File: src/rtl/demux_rr_dispatcher_if.sv
`default_nettype none
// ============================================================================
// Module   : demux_rr_dispatcher_if
// Brief    : Input stream / per-channel output bus of the 1-to-4 dispatcher.
// Revision : 1.0 - initial release
// ============================================================================
interface demux_rr_dispatcher_if #(
  parameter int WIDTH = 8
);
  logic [WIDTH-1:0]   in_data;
  logic [1:0]         in_dest;
  logic               in_valid;
  logic               in_ready;
  logic [4*WIDTH-1:0] out_data;
  logic [3:0]         out_valid;
  logic [3:0]         out_ready;
  logic [1:0]         sel;

  modport master (
    output in_data, in_dest, in_valid, out_ready,
    input  in_ready, out_data, out_valid, sel
  );

  modport slave (
    input  in_data, in_dest, in_valid, out_ready,
    output in_ready, out_data, out_valid, sel
  );
endinterface
`default_nettype wire

File: src/rtl/demux_rr_dispatcher.sv
`default_nettype none
// ============================================================================
// Module   : demux_rr_dispatcher
// Brief    : Routes a valid/ready word stream to four one-deep channel slots,
//            round-robin over free slots or directed by a per-word field.
// Revision : 1.0 - initial release
// ============================================================================
module demux_rr_dispatcher #(
  parameter int WIDTH = 8
) (
  input  logic                        clk,
  input  logic                        rst_n,
  input  logic                        en,
  input  logic                        mode_dir,
  output logic                        idle,
  demux_rr_dispatcher_if.slave        bus
);

  typedef enum logic [1:0] {
    S_IDLE   = 2'd0,
    S_ACTIVE = 2'd1,
    S_DRAIN  = 2'd2
  } state_t;

  state_t             state_q, state_d;
  logic [1:0]         ptr_q, ptr_d;
  logic               mode_q, mode_d;
  logic [3:0]         vld_q, vld_d;
  logic [4*WIDTH-1:0] data_q, data_d;

  logic [3:0] slot_free;
  logic [1:0] target;
  logic       has_target;
  logic       active;
  logic       ready_w;
  logic       xfer;

  // A slot whose consumer takes its word this cycle can be reloaded at once.
  generate
    for (genvar gi = 0; gi < 4; gi++) begin : g_free
      assign slot_free[gi] = ~vld_q[gi] | bus.out_ready[gi];
    end
  endgenerate

  always_comb begin : target_sel
    logic [1:0] cand;
    cand       = 2'd0;
    target     = 2'd0;
    has_target = 1'b0;
    if (mode_q) begin
      target     = bus.in_dest;
      has_target = slot_free[bus.in_dest];
    end else begin
      // Scan from farthest to nearest so the slot closest to ptr wins.
      for (int k = 3; k >= 0; k--) begin
        cand = ptr_q + 2'(k);
        if (slot_free[cand]) begin
          target     = cand;
          has_target = 1'b1;
        end
      end
    end
  end

  assign active  = (state_q == S_ACTIVE);
  assign ready_w = active & has_target;
  assign xfer    = bus.in_valid & ready_w;

  always_comb begin : next_state
    state_d = state_q;
    ptr_d   = ptr_q;
    mode_d  = mode_q;
    vld_d   = vld_q & ~bus.out_ready;
    data_d  = data_q;

    for (int i = 0; i < 4; i++) begin
      if (xfer && (target == 2'(i))) begin
        vld_d[i]                  = 1'b1;
        data_d[i*WIDTH +: WIDTH]  = bus.in_data;
      end
    end
    if (xfer && !mode_q) begin
      ptr_d = target + 2'd1;
    end

    case (state_q)
      S_IDLE: begin
        if (en) begin
          state_d = S_ACTIVE;
          mode_d  = mode_dir;
        end
      end
      S_ACTIVE: begin
        if (!en) begin
          state_d = S_DRAIN;
        end
      end
      S_DRAIN: begin
        if (vld_q == 4'd0) begin
          state_d = S_IDLE;
        end
      end
      default: state_d = S_IDLE;
    endcase
  end

  always_ff @(posedge clk) begin
    if (!rst_n) begin
      state_q <= S_IDLE;
      ptr_q   <= 2'd0;
      mode_q  <= 1'b0;
      vld_q   <= 4'd0;
      data_q  <= '0;
    end else begin
      state_q <= state_d;
      ptr_q   <= ptr_d;
      mode_q  <= mode_d;
      vld_q   <= vld_d;
      data_q  <= data_d;
    end
  end

  assign bus.in_ready  = ready_w;
  assign bus.sel       = ready_w ? target : 2'd0;
  assign bus.out_data  = data_q;
  assign bus.out_valid = vld_q;
  assign idle          = (state_q == S_IDLE);

endmodule
`default_nettype wire

File: src/flat_wrapper.sv
// flat-port wrapper written by rule: the top's interface ports become plain ports
module demux_rr_dispatcher_flat 
#(
  parameter int WIDTH = 8
)
  (clk, rst_n, en, mode_dir, idle, bus_in_data, bus_in_dest, bus_in_valid, bus_out_ready, bus_in_ready, bus_out_data, bus_out_valid, bus_sel);
  demux_rr_dispatcher_if #(.WIDTH(WIDTH)) bus_i ();
  input  logic clk;
  input  logic rst_n;
  input  logic en;
  input  logic mode_dir;
  output logic idle;
  input wire logic [$bits(bus_i.in_data)-1:0] bus_in_data;
  input wire logic [$bits(bus_i.in_dest)-1:0] bus_in_dest;
  input wire logic [$bits(bus_i.in_valid)-1:0] bus_in_valid;
  input wire logic [$bits(bus_i.out_ready)-1:0] bus_out_ready;
  output wire logic [$bits(bus_i.in_ready)-1:0] bus_in_ready;
  output wire logic [$bits(bus_i.out_data)-1:0] bus_out_data;
  output wire logic [$bits(bus_i.out_valid)-1:0] bus_out_valid;
  output wire logic [$bits(bus_i.sel)-1:0] bus_sel;
  assign bus_i.in_data = bus_in_data;
  assign bus_i.in_dest = bus_in_dest;
  assign bus_i.in_valid = bus_in_valid;
  assign bus_i.out_ready = bus_out_ready;
  assign bus_in_ready = bus_i.in_ready;
  assign bus_out_data = bus_i.out_data;
  assign bus_out_valid = bus_i.out_valid;
  assign bus_sel = bus_i.sel;
  demux_rr_dispatcher #(.WIDTH(WIDTH)) u_core (.clk(clk), .rst_n(rst_n), .en(en), .mode_dir(mode_dir), .idle(idle), .bus(bus_i));
endmodule
File: config.mk
export PLATFORM = sky130hd
export DESIGN_NAME = demux_rr_dispatcher_flat
export DESIGN_NICKNAME = d
export VERILOG_FILES = /design/src/rtl/demux_rr_dispatcher_if.sv /design/src/rtl/demux_rr_dispatcher.sv /design/src/flat_wrapper.sv
export SDC_FILE = /design/constraint.sdc
export NUM_CORES = 1
export LEC_CHECK = 0
export BUFFER_PORTS_ARGS = -buffer_cell sky130_fd_sc_hd__buf_2
export CAP_MARGIN = 25
export CORE_ASPECT_RATIO = 0.9
export CORE_MARGIN = 1.5
export CORE_UTILIZATION = 38
export DETAILED_ROUTE_END_ITERATION = 16
export HOLD_SLACK_MARGIN = 0.03
export MAX_ROUTING_LAYER = met4
export REMOVE_ABC_BUFFERS = 1
export SETUP_SLACK_MARGIN = 0.1
export SLEW_MARGIN = 20
export SYNTH_ARGS = -nofsm -noshare
export SYNTH_HDL_FRONTEND = slang
export SYNTH_SLANG_ARGS = --single-unit
File: constraint.sdc
create_clock -name clk -period 2.5 [get_ports clk]
set_clock_uncertainty 0.15 [all_clocks]
set_input_delay 0.5 -clock clk [delete_from_list [all_inputs] [get_ports clk]]
set_output_delay 0.5 -clock clk [all_outputs]
set_load 0.1 [all_outputs]
==> impl_metrics.py <==
metrics = {
    "status": {
        "status": "finished clean",
    },
    "clocking": {
        "cts_tree": "yes",
        "htreeDepth": 2,
        "worstSkewPairLatency_ps": 290,
        "cts_buffer_depth": 2,
        "ctsHoldBuffers": 0,
        "cts_sinks": 41,
        "cts_root_buf": "clkbuf_8",
        "path_clk_slew_ps": 80,
        "cts_buffers": 5,
    },
    "floorplanning": {
        "design.core.area_um2": 4800,
        "num_rows": 24,
        "dieHeight_um": 69.9,
        "fp.dieW_um": 77.4,
        "initial_utilization_pct": 39.3,
        "io_pins": 59,
        "dieArea_um2": 5410,
    },
    "yosys": {
        "synth_top_flop_cell": "dfxtp_1",
        "synth-simple-area-share_pct": 23.0,
        "yosys_warnings": 0,
        "async_flop_share_pct": 0,
        "synth_edf_count": 0,
        "synthXorXnorAreaFrac_pct": 0,
        "ys_ff_latch": 41,
        "yosys.area.top_type_share_pct": 43.4,
        "synthesis.instances": 199,
        "synth_top_family_by_area": "simple AND/OR/NAND/NOR gates",
        "synth.area.mux_share_pct": 18.5,
        "seq_area_frac_synth_pct": 43.4,
        "yosysTopAreaCell": "dfxtp_1",
        "synthTopCellsByArea": "dfxtp_1 43%, mux2i_1 19%, nand2_1 8.3%",
        "syn_area_per_cell_um2": 9.50,
        "ys_types": 44,
        "netlist_area_um2": 1890,
        "synthAdderAreaFrac_pct": 0,
        "synth_compound_gate_area_share_pct": 9.86,
    },
    "timing": {
        "fin_crit_sh_pct": 99.5,
        "rsz0062_at_grt": "true",
        "finalHoldViolations": 0,
        "clock.fmax_mhz": 402,
        "finalMaxSlewViolations": 0,
        "slew_headroom_pct": 58.3,
        "setup_ws_ps": 13.0,
        "setup_violations": 0,
        "worstMarginPinSlew_ps": 624,
        "min_period_ps": 2490,
        "holdWs_ps": 309,
    },
    "detailed_routing": {
        "drt_pass1_iterations": 4,
        "wire_per_inst_um": 14.4,
        "drc": 0,
        "vias_per_cell": 4.89,
        "drt_iter0_drc": 43,
        "num_vias": 1732,
        "postRouteAntennaNets": 0,
        "routed_wl_um": 5080,
    },
    "worst_setup_path": {
        "cpMaxStageDelayCell": "o311a_1",
        "r2r_cells": 15,
        "critPathMaxStageDelay_ps": 330,
        "cp_max_fo": 3,
        "worstSetupEndpoint": "bus_sel[0]",
        "critPathTopFamily": "compound AO/OA/AOI/OAI gates",
        "startpoint": "bus_out_ready[3]",
        "cp.depth": 8,
        "r2r_slack_ps": 130,
        "path_cells": "buf_6, buf_6, nand4bb_4, o311a_1, a32o_2, inv_2, nor2_4, buf_12",
        "reg2reg_from": "u_core.bus.out_valid[3]",
        "cpMostUsedCell": "buf_6",
        "reg2reg_to": "u_core.ptr_q[0]",
        "worst_setup_path_start_kind": "primary input",
        "critPathRequiredTime_ps": 1850,
        "endpoint_kind": "primary output",
        "crit_arrival_ps": 1840,
        "critPathKind": "primary input to primary output",
        "path_buf_inv": 4,
    },
    "power_and_ir_drop": {
        "pwr-share-clk_pct": 41.3,
        "p_int_uw": 1130,
        "leakage_uw": 0.00125,
        "power_frac_comb_pct": 14.8,
        "p_sw_uw": 400,
        "ir_drop_v": 0.000337,
        "swShare_pct": 26.1,
        "pwr-share-seq_pct": 43.9,
        "power_density_nw_per_um2": 558,
    },
    "min_path": {
        "hp-class": "flip-flop to flip-flop",
        "hp-start": "u_core.bus.out_data[0]",
    },
    "finish": {
        "register_area_um2": 836,
        "syn2layout_area_growth_pct": 45.4,
        "fillCellCount": 442,
        "drive_gt1_share_pct": 45.0,
        "multi_input_area_um2": 1040,
        "final_cells": 354,
        "final_area_um2": 2750,
        "diodes": 0,
        "final_nets": 307,
    },
    "global_route": {
        "grt_usage_pct": 18.9,
        "grt_remaining_overflow": 0,
        "grt_pass1_vias": 1617,
        "antenna_found_initial": 0,
        "grt_max_degree": 36,
        "grt_pass1_wl_um": 7730,
    },
    "placed_design": {
        "numPortBuffers": 58,
        "place_congestion": 0.806,
        "post-dp-hpwl_um": 3260,
        "dpl_cell_area_um2": 2360,
        "dpl.cell_count": 329,
        "dp_slack_ps": -171,
    },
    "job": {
        "cap_violations": 0,
    },
}
-- cell usage after synthesis (all sizes together), types with 3 or more instances --
cell type,number
nand3,5
inv,6
o21ai,3
dfxtp,41
o21a,4
clkbuf,5
nand2,43
nor3,5
and2b,3
buf,6
mux2i,35
nor2b,4
nor2,8
a21oi,5
nand2b,3
nor3b,4
a211oi,3
-- area by class of cell --
type / count / share of cell area [%]
Sequential cell: 41 / 30.4
Inverter: 6 / 0.819
Multi-Input combinational cell: 141 / 38.0
Clock buffer: 5 / 2.50
Timing Repair Buffer: 93 / 22.9
Tap cell: 65 / 2.96
Clock inverter: 3 / 2.37
-- worst reg2reg max path, stage by stage, from the launching register on --
cell	delay (ps)
dfxtp_4	400
nand4bb_4	130
buf_6	130
buf_4	120
buf_4	120
buf_4	120
buf_4	120
buf_4	120
buf_4	120
buf_4	130
buf_6	110
buf_4	120
buf_6	110
o31ai_2	50
a21oi_1	90
nor3_1	170
-- layer usage --
metal | routed length, µm | GRT usage, % | up-vias | part of all wire, %
met5 | 0 | - | - | 0
met4 | 82 | 5.45 | 0 | 1.6
met3 | 240 | 4.44 | 8 | 4.7
met2 | 2430 | 30.4 | 53 | 48
met1 | 2330 | 23.9 | 806 | 46
li1 | - | - | 865 | -
-- how the worst min path moves through the flow --
stage	slack, ps	end	cells past startpoint
3_5_place_dp	290	u_core.bus.out_data[30]	2
3_3_place_gp	290	u_core.bus.out_data[31]	2
2_1_floorplan	310	u_core.state_q[0]	1
4_1_cts	280	u_core.mode_q	3
6_report	310	u_core.bus.out_data[0]	2
5_1_grt	310	u_core.mode_q	3
-- flip-flops by register name, indices dropped and copies added (netlist names) --
register,flops
u_core.bus.out_data,32
u_core.mode_q,1
u_core.state_q,2
u_core.ptr_q,2
u_core.bus.out_valid,4
-- power by group through the flow --
stage / combinational, µW / sequential (µW) / clock, µW
after floorplan: 81.7 / 744 / 0
after global placement: 205 / 690 / 0
after detailed placement: 206 / 690 / 0
after CTS: 217 / 674 / 653
after global routing: 240 / 676 / 670
final: 227 / 674 / 633
-- cell usage in the layout, fill, tap and decap left out, drive strengths merged, types with 2 or more instances in the layout --
master	instances
nor3b	4
a211oi	3
clkbuf	5
nor2	8
o21a	4
nand2	43
inv	6
bufinv	2
buf	93
o21ai	3
nor3	5
nand2b	3
nand3	5
a21oi	5
and2b	3
dfxtp	41
nor2b	4
mux2i	35
-- timing repair --
action / 4_1_cts / 5_1_grt
setup endpoints to repair: 11 / 13
pin swaps: 6 / 7
resized for setup: 20 / 14
setup buffers: 15 / 3
-- metrics by stage --
step           TNS, ps  power [µW]  util (%)
4_1_cts              0        1540      55.4
2_1_floorplan   -17170         826         -
6_report             0        1530      57.2
3_3_place_gp     -1440         895      49.2
3_5_place_dp     -1670         896      49.2
5_1_grt          -83.1        1590      57.2
-- logic make-up after synthesis --
group / count (synthesis)
AO/OA/AOI/OAI: 24
buffers and inverters: 17
flip-flops: 41
multiplexers: 35
AND/OR/NAND/NOR: 82
Power figures use the tool's default switching activity.
